$ cat config.mk
export PLATFORM = sky130hd
export DESIGN_NAME = refill_sched
export DESIGN_NICKNAME = d
export VERILOG_FILES = /design/src/rtl/refill_sched_pkg.sv /design/src/rtl/refill_sched_mshr.sv /design/src/rtl/refill_sched.sv
export SDC_FILE = /design/constraint.sdc
export NUM_CORES = 1
export LEC_CHECK = 0
export ABC_CLOCK_PERIOD_IN_PS = 4800
export BUFFER_PORTS_ARGS = -buffer_cell sky130_fd_sc_hd__buf_2
export CORE_UTILIZATION = 58
export CTS_CLUSTER_DIAMETER = 40
export DETAILED_ROUTE_END_ITERATION = 8
export GPL_ROUTABILITY_DRIVEN = 0
export PLACE_DENSITY = 0.82
export SETUP_SLACK_MARGIN = 0.05
export SLEW_MARGIN = 15
export SYNTH_ARGS = -nofsm -noshare
export SYNTH_HDL_FRONTEND = slang
export SYNTH_SLANG_ARGS = --single-unit
$ cat constraint.sdc
create_clock -name clk -period 4.8 [get_ports clk]
set_clock_uncertainty 0.2 [all_clocks]
set_input_delay 0.96 -clock clk [delete_from_list [all_inputs] [get_ports clk]]
set_output_delay 0.96 -clock clk [all_outputs]
set_load 0.01 [all_outputs]
$ cat src/rtl/refill_sched_pkg.sv
// rtl/refill_sched_pkg.sv - shared configuration, table entry type and drain states for refill_sched
package refill_sched_pkg;

    // Width of the line id carried inside a table entry.
    localparam int unsigned NlineWidth = 8;

    typedef logic [NlineWidth-1:0] nline_t;

    typedef struct packed {
        int unsigned rfbufSize;
        int unsigned mshrNum;
        int unsigned starveLimit;
    } mpc_cfg_u_t;

    typedef struct packed {
        int unsigned nlineWidth;
        mpc_cfg_u_t  u;
    } mpc_cfg_t;

    localparam mpc_cfg_t DefaultCfg = '{
        nlineWidth: NlineWidth,
        u: '{rfbufSize: 2, mshrNum: 4, starveLimit: 3}
    };

    typedef struct packed {
        logic   vld;
        logic   issued;
        nline_t id;
    } mshr_entry_t;

    typedef enum logic [1:0] {
        DRAIN_IDLE = 2'd0,
        DRAIN_ARB  = 2'd1,
        DRAIN_WAIT = 2'd2
    } drain_state_e;

    // Index width that never collapses to zero bits.
    function automatic int unsigned clog2_min1(input int unsigned n);
        return (n <= 2) ? 1 : $clog2(n);
    endfunction

endpackage

$ cat src/rtl/refill_sched_mshr.sv
// rtl/refill_sched_mshr.sv - outstanding-miss table with id match, allocation and issue selection
module refill_sched_mshr
    import refill_sched_pkg::*;
#(
    parameter int unsigned MshrNum = 4,
    parameter int unsigned CntW    = 3
) (
    input  logic            clk,
    input  logic            rst_n,
    input  nline_t          lookup_id_i,
    output logic            hit_o,
    output logic            free_o,
    input  logic            alloc_i,
    input  logic            issue_hsk_i,
    output logic            issue_vld_o,
    output nline_t          issue_id_o,
    output logic [CntW-1:0] issued_cnt_o,
    input  logic            refill_i,
    input  nline_t          refill_id_i
);

    localparam int unsigned IdxW = clog2_min1(MshrNum);

    mshr_entry_t ent_q [MshrNum];
    mshr_entry_t ent_d [MshrNum];

    logic [IdxW-1:0] alloc_idx;
    logic [IdxW-1:0] issue_idx;
    logic            refill_match;

    // Lookup, lowest-free and lowest-unissued selection, issued count.
    always_comb begin
        hit_o        = 1'b0;
        free_o       = 1'b0;
        issue_vld_o  = 1'b0;
        alloc_idx    = '0;
        issue_idx    = '0;
        issued_cnt_o = '0;
        refill_match = 1'b0;
        for (int i = 0; i < MshrNum; i++) begin
            if (ent_q[i].vld && ent_q[i].id == lookup_id_i) hit_o = 1'b1;
            if (!ent_q[i].vld && !free_o) begin
                free_o    = 1'b1;
                alloc_idx = IdxW'(i);
            end
            if (ent_q[i].vld && !ent_q[i].issued && !issue_vld_o) begin
                issue_vld_o = 1'b1;
                issue_idx   = IdxW'(i);
            end
            if (ent_q[i].vld && ent_q[i].issued) begin
                issued_cnt_o = issued_cnt_o + CntW'(1);
                if (ent_q[i].id == refill_id_i) refill_match = 1'b1;
            end
        end
        issue_id_o = issue_vld_o ? ent_q[issue_idx].id : '0;
    end

    // Next table: retire on refill, mark issued on handshake, allocate on a new miss.
    always_comb begin
        ent_d = ent_q;
        for (int i = 0; i < MshrNum; i++) begin
            if (refill_i && ent_q[i].vld && ent_q[i].issued && ent_q[i].id == refill_id_i) begin
                ent_d[i] = '0;
            end
        end
        if (issue_hsk_i && issue_vld_o) ent_d[issue_idx].issued = 1'b1;
        if (alloc_i && free_o) begin
            ent_d[alloc_idx] = '{vld: 1'b1, issued: 1'b0, id: lookup_id_i};
        end
    end

    // Table registers; reset discards every outstanding miss.
    always_ff @(posedge clk or negedge rst_n) begin
        if (!rst_n) begin
            for (int i = 0; i < MshrNum; i++) ent_q[i] <= '0;
        end else begin
            ent_q <= ent_d;
        end
    end

    // A returning refill must belong to an issued entry.
    refill_known_a: assert property (@(posedge clk) disable iff (!rst_n) refill_i |-> refill_match);

endmodule

$ cat src/rtl/refill_sched.sv
// rtl/refill_sched.sv - miss filter, credit-limited issue and starvation-bounded refill drain
module refill_sched
    import refill_sched_pkg::*;
#(
    parameter mpc_cfg_t Cfg = DefaultCfg,
    localparam int unsigned NW     = Cfg.nlineWidth,
    localparam int unsigned RbSize = Cfg.u.rfbufSize,
    localparam int unsigned RbW    = clog2_min1(Cfg.u.rfbufSize)
) (
    input  logic              clk,
    input  logic              rst_n,
    input  logic              miss_valid,
    output logic              miss_ready,
    input  logic [NW-1:0]     miss_id,
    output logic              miss_merged,
    output logic              memctl_req_valid,
    input  logic              memctl_req_ready,
    output logic [NW-1:0]     memctl_req_id,
    input  logic              memctl_refill_hsk,
    input  logic [NW-1:0]     memctl_refill_id,
    input  logic [RbSize-1:0] rfbuf_vld_vec,
    output logic [RbW-1:0]    rfbuf_deq_ptr,
    output logic              rfbuf_deq_ready,
    input  logic              lsq_arr_req,
    output logic              lsq_arr_gnt,
    output logic              rf_arr_we
);

    localparam int unsigned MshrNum     = Cfg.u.mshrNum;
    localparam int unsigned StarveLimit = Cfg.u.starveLimit;
    localparam int unsigned StW         = $clog2(StarveLimit + 1);
    localparam int unsigned CntW        = $clog2(MshrNum + RbSize + 1);

    logic            hit;
    logic            free_any;
    logic            issue_vld;
    nline_t          issue_id;
    logic [CntW-1:0] issued_cnt;
    logic [CntW-1:0] inflight;
    logic            credits_ok;
    logic            alloc;
    logic            issue_hsk;

    logic            rb_any;
    logic [RbW-1:0]  rb_low;

    drain_state_e    state_q, state_d;
    logic [StW-1:0]  starve_q, starve_d;

    refill_sched_mshr #(
        .MshrNum (MshrNum),
        .CntW    (CntW)
    ) u_mshr (
        .clk          (clk),
        .rst_n        (rst_n),
        .lookup_id_i  (nline_t'(miss_id)),
        .hit_o        (hit),
        .free_o       (free_any),
        .alloc_i      (alloc),
        .issue_hsk_i  (issue_hsk),
        .issue_vld_o  (issue_vld),
        .issue_id_o   (issue_id),
        .issued_cnt_o (issued_cnt),
        .refill_i     (memctl_refill_hsk),
        .refill_id_i  (nline_t'(memctl_refill_id))
    );

    // In-flight lines: issued misses plus lines already parked in the refill buffer.
    always_comb begin
        inflight = issued_cnt;
        for (int i = 0; i < RbSize; i++) inflight = inflight + CntW'(rfbuf_vld_vec[i]);
    end

    assign credits_ok       = inflight < CntW'(RbSize);
    assign miss_ready       = hit | (free_any & credits_ok);
    assign miss_merged      = miss_valid & hit;
    assign alloc            = miss_valid & ~hit & free_any & credits_ok;
    assign memctl_req_valid = issue_vld & credits_ok;
    assign memctl_req_id    = memctl_req_valid ? NW'(issue_id) : '0;
    assign issue_hsk        = memctl_req_valid & memctl_req_ready;

    // Lowest valid refill-buffer entry is the drain candidate.
    always_comb begin
        rb_any = 1'b0;
        rb_low = '0;
        for (int i = 0; i < RbSize; i++) begin
            if (rfbuf_vld_vec[i] && !rb_any) begin
                rb_any = 1'b1;
                rb_low = RbW'(i);
            end
        end
    end

    // Drain decisions and array-port arbitration; LSQ keeps the port unless a write is due.
    always_comb begin
        state_d         = state_q;
        starve_d        = starve_q;
        lsq_arr_gnt     = 1'b0;
        rf_arr_we       = 1'b0;
        rfbuf_deq_ready = 1'b0;
        rfbuf_deq_ptr   = '0;
        case (state_q)
            DRAIN_IDLE: begin
                lsq_arr_gnt = lsq_arr_req;
                if (rb_any) state_d = DRAIN_ARB;
            end
            DRAIN_ARB: begin
                rfbuf_deq_ptr = rb_low;
                if (!rb_any) begin
                    state_d = DRAIN_IDLE;
                end else if (!lsq_arr_req || starve_q == StW'(StarveLimit)) begin
                    rf_arr_we       = 1'b1;
                    rfbuf_deq_ready = 1'b1;
                    starve_d        = '0;
                    state_d         = DRAIN_WAIT;
                end else begin
                    lsq_arr_gnt = 1'b1;
                    if (starve_q != StW'(StarveLimit)) starve_d = starve_q + StW'(1);
                end
            end
            DRAIN_WAIT: begin
                lsq_arr_gnt = lsq_arr_req;
                state_d     = rb_any ? DRAIN_ARB : DRAIN_IDLE;
            end
            default: state_d = DRAIN_IDLE;
        endcase
    end

    // Drain FSM state and LSQ starvation counter.
    always_ff @(posedge clk or negedge rst_n) begin
        if (!rst_n) begin
            state_q  <= DRAIN_IDLE;
            starve_q <= '0;
        end else begin
            state_q  <= state_d;
            starve_q <= starve_d;
        end
    end

endmodule

==> reports/results.txt <==
Status = complete, no violations
Endpoints failing setup = 0
Peak supply drop = 0.487 mV
Post-synthesis sequential area ratio = 34.5%
Ant. Diodes = 0
Routed Antenna Nets = 0
Initial antenna violation count = 0
CP most frequent cell = ha_1
TritonCTS clock tree = built
Largest stage delay on the critical path = 0.44 ns
Final hold vios = 0
Post-DP HPWL = 6180 um
Pwr Density = 826 nW/um2
Synth Instances = 340
Ys Warns = 0
CTS root buf = clkbuf_8
Data arrival, critical path = 3.39 ns
Total track usage = 31.8%
WS Path Type = reg -> out
Critical R2R Launch = u_mshr.ent_q[39]
Final Max Tran Viols = 0
Post-Synth Simple-Gate Area = 19.2%
Cell variety after synth = 37
Final Cycle Share = 94.9%
Mapped Nets = 370
Via density = 6.20
First-pass GRT wire length = 14200 um
Largest family of logic cells by synthesized area = simple AND/OR/NAND/NOR gates
Post-route insts no fill = 443
Die X = 76.2 um
Drt pass-1 iters = 7
# DRC = 0
Finished Core Util = 67.5%
Fmax = 220 MHz
Clock Sinks = 44
Number of flops mapped to enable cells by yosys = 0
CTS max path bufs = 2
Internal reg-to-reg setup slack = 0.93 ns
WL/cell = 19.4 um
Slowest cell on crit path = dfrtp_1
Largest net degree at the start of global routing = 45
IO Count = 39
Setup TNS = 0 ns
Reg clk slew, reported paths = 0.08 ns
Nets@finish = 402
Synth Area in Adders = 2.35%
Max_slew headroom = 33.1%
Number of global-route vias before repair = 2898
Die area = 5810 um2
Most common flop cell mapped by yosys = dfrtp_1
Total clock buffers created by CTS = 5
Hold Crit Depth = 1
Post-CTS Setup Bufs = 0
Compound-Gate Fraction of Synth Area = 6.11%
Min-delay src = state_q[0]
Core ar. = 5200 um2
Height of the die = 76.2 um
CP required = 3.64 ns
PortBufs = 38
Detailed Route Iter0 Violations = 281
Via count = 2747
Static leakage = 1.90 nW
#FFs+latches synth = 44
Mux contribution to synthesized area = 14.8%
Critical Path End Type = output pin
Synth Area in XOR/XNOR = 18.4%
Unrepaired setup endpoints after global routing = false
Hold Path Class = reg -> reg
Worst slew pin tran = 1.00 ns
Rows = 26
Total Wirelength = 8610 um
Layout cells sized above 1 = 17.4%
H-tree levels = 2
Initial core utilization = 61.3%
Total power = 0.00290 W
GR Overflow Total = 0
CP Max Fanout = 9
Post-synthesis average cell area = 9.39 um2
Clk_lat worst skew = 0.30 ns
Worst r2r dst = u_mshr.ent_q[36]
Min cycle time layout = 4.55 ns
Hold Path End = state_q[0]
Cts hold-fix bufs = 0
Share of synthesized registers carrying an async set or reset = 100%
Reg2Reg Depth = 11
Layout area overhead = 9.99%
Worst Setup Start Kind = flop
Mapped cell area = 3190 um2
CP cell instances = and2_1 > ha_1 > xnor2_2 > xnor2_1 > ha_1 > a21o_1 > ha_1 > xnor2_2 > mux2_2 > o21ai_4 > inv_1 > buf_2
Max-cap violations = 0
Dpl cells = 435
[per-layer routing]
layer / track usage [%] / up-vias / share of wire, %
li1: - / 1229 / -
met5: 0 / - / 0
met4: 16.3 / 0 / 3.2
met2: 54.1 / 138 / 49
met3: 5.87 / 24 / 7.2
met1: 38.6 / 1356 / 41
[flip-flops by register name, summed over array words and instances (netlist names)]
name          cells
u_mshr.ent_q     40
starve_q          2
state_q           2
[layout by cell type (no fill, tap or decap), drive strengths merged, types with 2 or more instances in the layout]
master | synthesis | final
o21ai | 8 | 8
nor2b | 3 | 3
nor4 | 8 | 8
dfrtp | 44 | 44
a21boi | 4 | 4
a222oi | 8 | 8
and2 | 2 | 2
a31oi | 2 | 2
clkbuf | 0 | 8
nand2b | 6 | 6
nor2 | 19 | 19
nand3 | 6 | 6
and3 | 2 | 2
inv | 12 | 12
xor2 | 44 | 44
mux2 | 10 | 10
buf | 17 | 42
ha | 6 | 6
nand2 | 54 | 54
xnor2 | 23 | 23
mux2i | 33 | 33
nor3 | 5 | 5
nand4 | 14 | 14
and2b | 2 | 2
[where the power goes]
group          total [W]  internal [W]  switching [W]  leakage, nW
Clock           0.000246      0.000118       0.000128       0.0455
Combinational    0.00187      0.000844        0.00103         1.32
Sequential      0.000785      0.000539       0.000245        0.532
[per-stage QoR]
stage               hold WS [ns]  setup slack (ns)  instance area [um2]
floorplan                  0.225             0.899                 3190
global placement           0.246             0.538                 3400
detailed placement         0.275             0.419                 3400
CTS                        0.286            0.0750                 3490
global route               0.314            0.0897                 3510
finish                     0.286             0.246                 3510
[worst max-delay path by stage]
stage	startpoint	to	slack (ns)
after global placement	u_mshr.ent_q[39]	memctl_req_valid	0.54
after CTS	u_mshr.ent_q[39]	memctl_req_valid	0.08
after floorplan	u_mshr.ent_q[39]	memctl_req_valid	0.90
final	u_mshr.ent_q[39]	memctl_req_valid	0.25
after global routing	u_mshr.ent_q[39]	memctl_req_valid	0.09
after detailed placement	u_mshr.ent_q[39]	memctl_req_valid	0.42
[cell usage after synthesis, drive strengths merged, types with 5 or more instances]
library cell | n | area [um2]
o21ai | 8 | 43.8
ha | 6 | 75.1
nand3 | 6 | 30.0
buf | 17 | 103
nand2 | 54 | 203
inv | 12 | 45.0
a222oi | 8 | 80.1
xnor2 | 23 | 201
mux2 | 10 | 143
xor2 | 44 | 385
nor3 | 5 | 25.0
nand2b | 6 | 37.5
dfrtp | 44 | 1100
nor2 | 19 | 71.3
nor4 | 8 | 50.1
nand4 | 14 | 87.6
mux2i | 33 | 330
[final cells by class]
class	count	area, um2
Clock buffer	8	90.1
Fill cell	430	1690
Sequential cell	44	1100
Inverter	12	45.0
Tap cell	70	87.6
Timing Repair Buffer	42	220
Multi-Input combinational cell	267	1970
[cells by family after synthesis]
kind of cell | count (synthesis)
AO/OA/AOI/OAI | 26
XOR/XNOR | 67
adder cells (fa/ha/maj) | 6
buffers and inverters | 29
flip-flops | 44
multiplexers | 43
AND/OR/NAND/NOR | 125
[critical path: cells and delay by family (launching register included)]
family | cells | cell delay [ns]
fa+ha+maj | 3 | 0.82
xor+xnor | 3 | 0.57
flops | 1 | 0.44
mux | 1 | 0.40
compound gates | 2 | 0.33
buf+inv | 2 | 0.31
simple gates | 1 | 0.22
[timing repair]
| item | CTS | global route |
|---|---|---|
| gates resized for setup | 0 | 4 |
| endpoints found under the hold margin | 0 | 0 |
| endpoints found under the setup margin | 0 | 9 |
No activity file was read; power rests on OpenSTA's default activity.
